File: config.mk
export PLATFORM = sky130hd
export DESIGN_NAME = api_reg_initiator
export DESIGN_NICKNAME = d
export VERILOG_FILES = /design/src/rtl/api_reg_initiator.sv
export SDC_FILE = /design/constraint.sdc
export NUM_CORES = 1
export LEC_CHECK = 0
export ABC_AREA = 0
export CORE_UTILIZATION = 41
export DETAILED_ROUTE_END_ITERATION = 7
export MAX_ROUTING_LAYER = met4
export PLACE_DENSITY = 0.88
export RECOVER_POWER = 50
export SLEW_MARGIN = 40
export SYNTH_ARGS = -nofsm -noshare
export SYNTH_HDL_FRONTEND = slang
export SYNTH_SLANG_ARGS = --single-unit
File: constraint.sdc
create_clock -name api_clk_in -period 9.35 [get_ports api_clk_in]
set_clock_uncertainty 0.05 [all_clocks]
set_input_delay 2.805 -clock api_clk_in [delete_from_list [all_inputs] [get_ports api_clk_in]]
set_output_delay 2.805 -clock api_clk_in [all_outputs]
set_load 0.1 [all_outputs]
File: src/rtl/api_reg_initiator.sv
// api_reg_initiator
//   Master side of the API register protocol. Accepts one local read/write
//   request at a time, pushes a single command word into the API output FIFO,
//   and for reads waits for the responder to write the value back to RSP_REG.
//   The local side gets one rsp_valid pulse per request, flagged with
//   rsp_timeout when a read is never answered.
//
// Ports
//   api_clk_in, reset             clock, asynchronous active-high reset
//   req_valid/req_ready/req_*     local request handshake and payload
//   rsp_valid/rsp_timeout/rsp_data  one-cycle completion report
//   busy                          transaction in progress
//   drop_cnt                      saturating count of discarded input words
//   api_o_*                       API output register FIFO (command push)
//   api_i_*                       API input register FIFO (FWFT, response pop)
//
// States
//   IDLE     | req_ready high, waiting for a local request
//   SEND     | command latched on api_o_*, waiting for rfd to push it
//   PUSHED   | write pushed (wr_en high this cycle), completion follows
//   WAIT_RSP | read pushed, scanning input FIFO for the matching write-back
//   DONE     | rsp_valid high for this single cycle

module api_reg_initiator #(
  parameter int C_LENGTH_ADDR_SLOT = 4,
  parameter int C_LENGTH_ADDR_FPGA = 4,
  parameter int C_LENGTH_ADDR_REG  = 8,
  parameter int C_LENGTH_CMD       = 4,
  parameter int C_LENGTH_DATA      = 64,
  parameter logic [C_LENGTH_CMD-1:0]      CMD_WR = 4'h1,
  parameter logic [C_LENGTH_CMD-1:0]      CMD_RD = 4'h2,
  parameter logic [C_LENGTH_ADDR_REG-1:0] RSP_REG = 8'hF0,
  parameter int TIMEOUT_CYCLES = 1024,
  parameter int DROP_W         = 16
) (
  input  logic                          api_clk_in,
  input  logic                          reset,

  input  logic                          req_valid,
  output logic                          req_ready,
  input  logic                          req_rd,
  input  logic [C_LENGTH_ADDR_SLOT-1:0] req_slot,
  input  logic [C_LENGTH_ADDR_FPGA-1:0] req_fpga,
  input  logic [C_LENGTH_ADDR_REG-1:0]  req_reg,
  input  logic [C_LENGTH_DATA-1:0]      req_data,

  output logic                          rsp_valid,
  output logic                          rsp_timeout,
  output logic [C_LENGTH_DATA-1:0]      rsp_data,
  output logic                          busy,
  output logic [DROP_W-1:0]             drop_cnt,

  output logic                          api_o_clk_out,
  input  logic                          api_o_rfd_in,
  output logic [C_LENGTH_ADDR_SLOT-1:0] api_o_tgt_slot_out,
  output logic [C_LENGTH_ADDR_FPGA-1:0] api_o_tgt_fpga_out,
  output logic [C_LENGTH_ADDR_REG-1:0]  api_o_tgt_reg_out,
  output logic [C_LENGTH_CMD-1:0]       api_o_tgt_cmd_out,
  output logic [C_LENGTH_ADDR_REG-1:0]  api_o_src_reg_out,
  output logic [C_LENGTH_CMD-1:0]       api_o_src_cmd_out,
  output logic [C_LENGTH_DATA-1:0]      api_o_data_out,
  output logic                          api_o_wr_en_out,

  output logic                          api_i_clk_out,
  input  logic [C_LENGTH_ADDR_SLOT-1:0] api_i_src_slot_in,
  input  logic [C_LENGTH_ADDR_FPGA-1:0] api_i_src_fpga_in,
  input  logic [C_LENGTH_ADDR_REG-1:0]  api_i_tgt_reg_in,
  input  logic [C_LENGTH_CMD-1:0]       api_i_tgt_cmd_in,
  input  logic [C_LENGTH_DATA-1:0]      api_i_data_in,
  input  logic                          api_i_empty_in,
  output logic                          api_i_rd_en_out
);

  localparam int CNT_W = (TIMEOUT_CYCLES > 2) ? $clog2(TIMEOUT_CYCLES) : 1;
  localparam logic [CNT_W-1:0] CNT_LAST = CNT_W'(TIMEOUT_CYCLES - 1);

  typedef enum logic [2:0] {
    IDLE     = 3'd0,
    SEND     = 3'd1,
    PUSHED   = 3'd2,
    WAIT_RSP = 3'd3,
    DONE     = 3'd4
  } state_t;

  state_t           state;
  logic             rd_lat;
  logic [CNT_W-1:0] tmo_cnt;

  logic pop_ok;
  logic head_match;
  logic take;

  assign api_o_clk_out = api_clk_in;
  assign api_i_clk_out = api_clk_in;

  // A pop is only allowed when the pop pulse is not already high: the head
  // shown during the pop cycle is the word being removed, and the FIFO needs
  // that cycle to present the next word and update empty.
  assign pop_ok = !api_i_empty_in && !api_i_rd_en_out;

  assign head_match = (api_i_tgt_cmd_in  == CMD_WR) &&
                      (api_i_tgt_reg_in  == RSP_REG) &&
                      (api_i_src_slot_in == api_o_tgt_slot_out) &&
                      (api_i_src_fpga_in == api_o_tgt_fpga_out);

  assign take = (state == WAIT_RSP) && pop_ok && head_match;

  always_ff @(posedge api_clk_in or posedge reset) begin
    if (reset) begin
      state              <= IDLE;
      rd_lat             <= 1'b0;
      tmo_cnt            <= '0;
      req_ready          <= 1'b1;
      busy               <= 1'b0;
      rsp_valid          <= 1'b0;
      rsp_timeout        <= 1'b0;
      rsp_data           <= '0;
      drop_cnt           <= '0;
      api_o_tgt_slot_out <= '0;
      api_o_tgt_fpga_out <= '0;
      api_o_tgt_reg_out  <= '0;
      api_o_tgt_cmd_out  <= '0;
      api_o_src_reg_out  <= '0;
      api_o_src_cmd_out  <= '0;
      api_o_data_out     <= '0;
      api_o_wr_en_out    <= 1'b0;
      api_i_rd_en_out    <= 1'b0;
    end else begin
      api_o_wr_en_out <= 1'b0;
      api_i_rd_en_out <= 1'b0;
      rsp_valid       <= 1'b0;

      // Every available input word is consumed; anything that is not the
      // awaited read response is discarded and counted.
      if (pop_ok) begin
        api_i_rd_en_out <= 1'b1;
        if (!take && (drop_cnt != {DROP_W{1'b1}})) begin
          drop_cnt <= drop_cnt + DROP_W'(1);
        end
      end

      case (state)
        IDLE: begin
          if (req_valid && req_ready) begin
            api_o_tgt_slot_out <= req_slot;
            api_o_tgt_fpga_out <= req_fpga;
            api_o_tgt_reg_out  <= req_reg;
            api_o_tgt_cmd_out  <= req_rd ? CMD_RD : CMD_WR;
            api_o_src_reg_out  <= RSP_REG;
            api_o_src_cmd_out  <= CMD_WR;
            api_o_data_out     <= req_rd ? '0 : req_data;
            rd_lat             <= req_rd;
            req_ready          <= 1'b0;
            busy               <= 1'b1;
            state              <= SEND;
          end
        end

        SEND: begin
          if (api_o_rfd_in) begin
            api_o_wr_en_out <= 1'b1;
            if (rd_lat) begin
              tmo_cnt <= '0;
              state   <= WAIT_RSP;
            end else begin
              state   <= PUSHED;
            end
          end
        end

        PUSHED: begin
          rsp_valid   <= 1'b1;
          rsp_timeout <= 1'b0;
          rsp_data    <= '0;
          state       <= DONE;
        end

        WAIT_RSP: begin
          tmo_cnt <= tmo_cnt + CNT_W'(1);
          // A response arriving on the last counted cycle still completes
          // the read normally.
          if (take) begin
            rsp_valid   <= 1'b1;
            rsp_timeout <= 1'b0;
            rsp_data    <= api_i_data_in;
            state       <= DONE;
          end else if (tmo_cnt == CNT_LAST) begin
            rsp_valid   <= 1'b1;
            rsp_timeout <= 1'b1;
            rsp_data    <= '0;
            state       <= DONE;
          end
        end

        DONE: begin
          rsp_timeout <= 1'b0;
          rsp_data    <= '0;
          req_ready   <= 1'b1;
          busy        <= 1'b0;
          state       <= IDLE;
        end

        default: begin
          req_ready <= 1'b1;
          busy      <= 1'b0;
          state     <= IDLE;
        end
      endcase
    end
  end

endmodule

==> flow_summary.yaml <==
outcome:
  status: "complete, but fails checks"
  failed_checks: "capacitance limit, slew limit"
critical_path:
  crit_chain: "clkbuf_16 > clkbuf_16 > clkdlybuf4s50_1"
  cp_slowest_cell: "clkdlybuf4s50_1"
  rr_worst_depth: 5
  cpPeakStageDelay_ps: 960
  path_max_fanout: 2
  startpoint: "api_clk_in"
  cp-start-kind: "clock port"
  cpMostUsedCell: "clkbuf_16"
  regToRegSetupSlack_ps: 5130
  endpoint: "api_o_clk_out"
  r2r_end: "api_o_data_out[39]"
  critical_path_class: "clock port to output pin"
  reg2reg_from: "req_ready"
  critPathCaptureType: "output pin"
  critical_path_arrival_ps: 5900
  cp.required_ps: 6500
global_routing:
  antenna_found_initial: 0
  grt_pass1_vias: 6556
  grt_max_degree: 105
  grt_usage: 0.247
  grt_pass1_wl_mm: 35.4
  grt-ovfl-total: 0
sta:
  worstMarginPinSlew_ps: 4140
  drv_slew: 243
  hold_violations: 0
  rsz0062_at_grt: "false"
  setup_viol: 0
  setup_tns_ps: 0
  slew_headroom: -1.76
  fin_hold_ws_ps: 414
clock_tree:
  holdBufCountCts: 0
  cts_setup_buffers: 0
  path_clk_slew_ps: 70
  post_cts_resized: 0
  clk_latency_ps: 540
  cts_tree: "yes"
routing:
  wirelength_mm: 22.1
  vias_per_cell: 5.14
  detail_route.iter0.violations: 311
  drc: 0
  wl_per_cell_um: 17.4
  dr.pass1.iters: 5
  num_vias: 6529
  antenna_left: 0
place:
  gp_congestion: 0.866
  io_buffers: 344
  hpwl_mm: 15.2
logic_synthesis:
  netlist_area_um2: 7590
  synth_area_per_cell_um2: 10.7
  ys_types: 41
  yosysTopAreaCell: "dfrtp_1"
  yosysTopAreaCellShare: 0.597
  synthTopCellsByArea: "dfrtp_1 (60%), nand2_1 (9.6%), a22o_1 (7.5%)"
  netlist_instances: 708
  synth_seq_cells: 182
  yosysSeqAreaShare: 0.600
  yosysWarnings: 0
die:
  die_height_um: 138
  ioPinCount: 354
  start_util: 0.421
  core_um2: 18000
  dieArea_um2: 19100
  rows: 49
  die_w_um: 138
power_and_ir_drop:
  ir_drop_uv: 283
  p_leak_nw: 5.14
  power.density_nw_per_um2: 344
layout:
  diodes: 0
  synthToLayoutAreaGrowth_pct: 42.3
  finalNetCount: 1201
  drive_gt1_frac: 0.0902
flow_run:
  maxCapViolations: 3
worst_hold_path:
  hold_path_class: "flip-flop to flip-flop"
## where the power goes
group / leakage [nW] / switching (W) / internal, W
logic: 2.37 / 0.00146 / 0.000253
clock network: 0.358 / 0.000428 / 0.000498
registers: 2.42 / 0.000127 / 0.000951
## worst min path at each step
stage                  startpoint                  to  slack [ps]  depth (start not counted)
2_1_floorplan          tmo_cnt[3]          tmo_cnt[3]         440                          1
3_3_place_gp   api_o_data_out[25]  api_o_data_out[25]         400                          2
3_5_place_dp    api_o_data_out[9]   api_o_data_out[9]         400                          2
4_1_cts        api_o_data_out[50]  api_o_data_out[50]         420                          2
5_1_grt        api_o_data_out[59]  api_o_data_out[59]         430                          2
6_report       api_o_data_out[14]  api_o_data_out[14]         410                          2
## through the flow
step | worst slack, ps | cell area (um^2) | instances | power (W) | util
5_1_grt | 586 | 10800 | 1271 | 0.00387 | 0.599
4_1_cts | 588 | 11000 | 1270 | 0.00378 | 0.609
2_1_floorplan | 1550 | 7620 | 716 | 0.00257 | -
3_5_place_dp | 880 | 10300 | 1234 | 0.00292 | 0.569
3_3_place_gp | 880 | 11100 | 1234 | 0.00305 | 0.616
6_report | 593 | 10800 | 1271 | 0.00371 | 0.599
## synthesized netlist by cell type
| cell | instances |
|---|---|
| a211oi_1 | 1 |
| a21o_1 | 1 |
| a21oi_1 | 2 |
| a22o_1 | 65 |
| a31oi_1 | 1 |
| and3_1 | 3 |
| and3b_1 | 1 |
| and4_1 | 2 |
| and4b_1 | 1 |
| buf_2 | 10 |
| buf_4 | 19 |
| clkbuf_1 | 32 |
| conb_1 | 1 |
| dfrtp_1 | 181 |
| dfstp_2 | 1 |
| ha_1 | 2 |
| inv_1 | 6 |
| mux2_2 | 2 |
| mux2i_1 | 1 |
| nand2_1 | 195 |
| nand2b_1 | 6 |
| nand3_1 | 9 |
| nand3b_1 | 65 |
| nand4_1 | 12 |
| nand4bb_1 | 1 |
| nor2_1 | 18 |
| nor3_1 | 8 |
| nor4_1 | 8 |
| nor4_2 | 2 |
| nor4_4 | 1 |
| nor4b_1 | 2 |
| o21ai_0 | 11 |
| o22ai_1 | 2 |
| o31ai_1 | 1 |
| o31ai_2 | 1 |
| or2_1 | 1 |
| or2_2 | 3 |
| or3b_2 | 1 |
| or4_1 | 2 |
| xnor2_1 | 12 |
| xor2_1 | 15 |
## kinds of logic (layout without fill, tap and decap cells)
logic type	after synthesis	count (layout)	share of synthesized area
buffers and inverters	67	393	0.0442
AO/OA/AOI/OAI	85	85	0.0907
adder cells (fa/ha/maj)	2	2	0.00330
XOR/XNOR	27	27	0.0312
other	1	9	0.000494
AND/OR/NAND/NOR	341	341	0.226
multiplexers	3	3	0.00429
flip-flops	182	182	0.600
## layout by cell type (no fill, tap or decap), types with 4 or more instances in the layout
cell type	netlist	layout
a22o_1	65	65
buf_2	10	41
clkbuf_1	32	135
clkbuf_16	0	21
clkdlybuf4s50_1	0	168
conb_1	1	9
dfrtp_1	181	181
inv_1	6	5
inv_8	0	4
nand2_1	195	195
nand2b_1	6	6
nand3_1	9	9
nand3b_1	65	65
nand4_1	12	12
nor2_1	18	18
nor3_1	8	8
nor4_1	8	8
o21ai_0	11	11
xnor2_1	12	12
xor2_1	15	15
## cell type report
class,instances,area (um^2)
Fill cell,1541,7220
Sequential cell,182,4560
Multi-Input combinational cell,467,2750
Timing Repair Buffer,349,2440
Clock buffer,23,546
Tap cell,229,287
Clock inverter,15,204
Inverter,6,23.8
## registers in the layout, indices dropped and copies added (netlist names)
| signal | flops |
|---|---|
| api_o_data_out | 64 |
| rd_lat | 1 |
| api_o_tgt_reg_out | 8 |
| api_o_tgt_slot_out | 4 |
| tmo_cnt | 10 |
| req_ready | 1 |
| drop_cnt | 16 |
| api_i_rd_en_out | 1 |
| api_o_tgt_fpga_out | 4 |
| api_o_src_cmd_out | 1 |
| rsp_valid | 1 |
| rsp_data | 64 |
| state | 3 |
| busy | 1 |
| rsp_timeout | 1 |
| api_o_tgt_cmd_out | 1 |
| api_o_wr_en_out | 1 |
## worst max-delay path: cells and delay by family
family                 cells  cell delay, ps
buffers and inverters      3            1220
## layer usage
metal / vias up / track usage / share of wire
met1: 3154 / 0.303 / 0.42
met5: - / - / 0
met3: 39 / 0.0779 / 0.074
met2: 295 / 0.379 / 0.48
met4: 0 / 0.0983 / 0.027
li1: 3041 / - / -
Power figures use the tool's default switching activity.
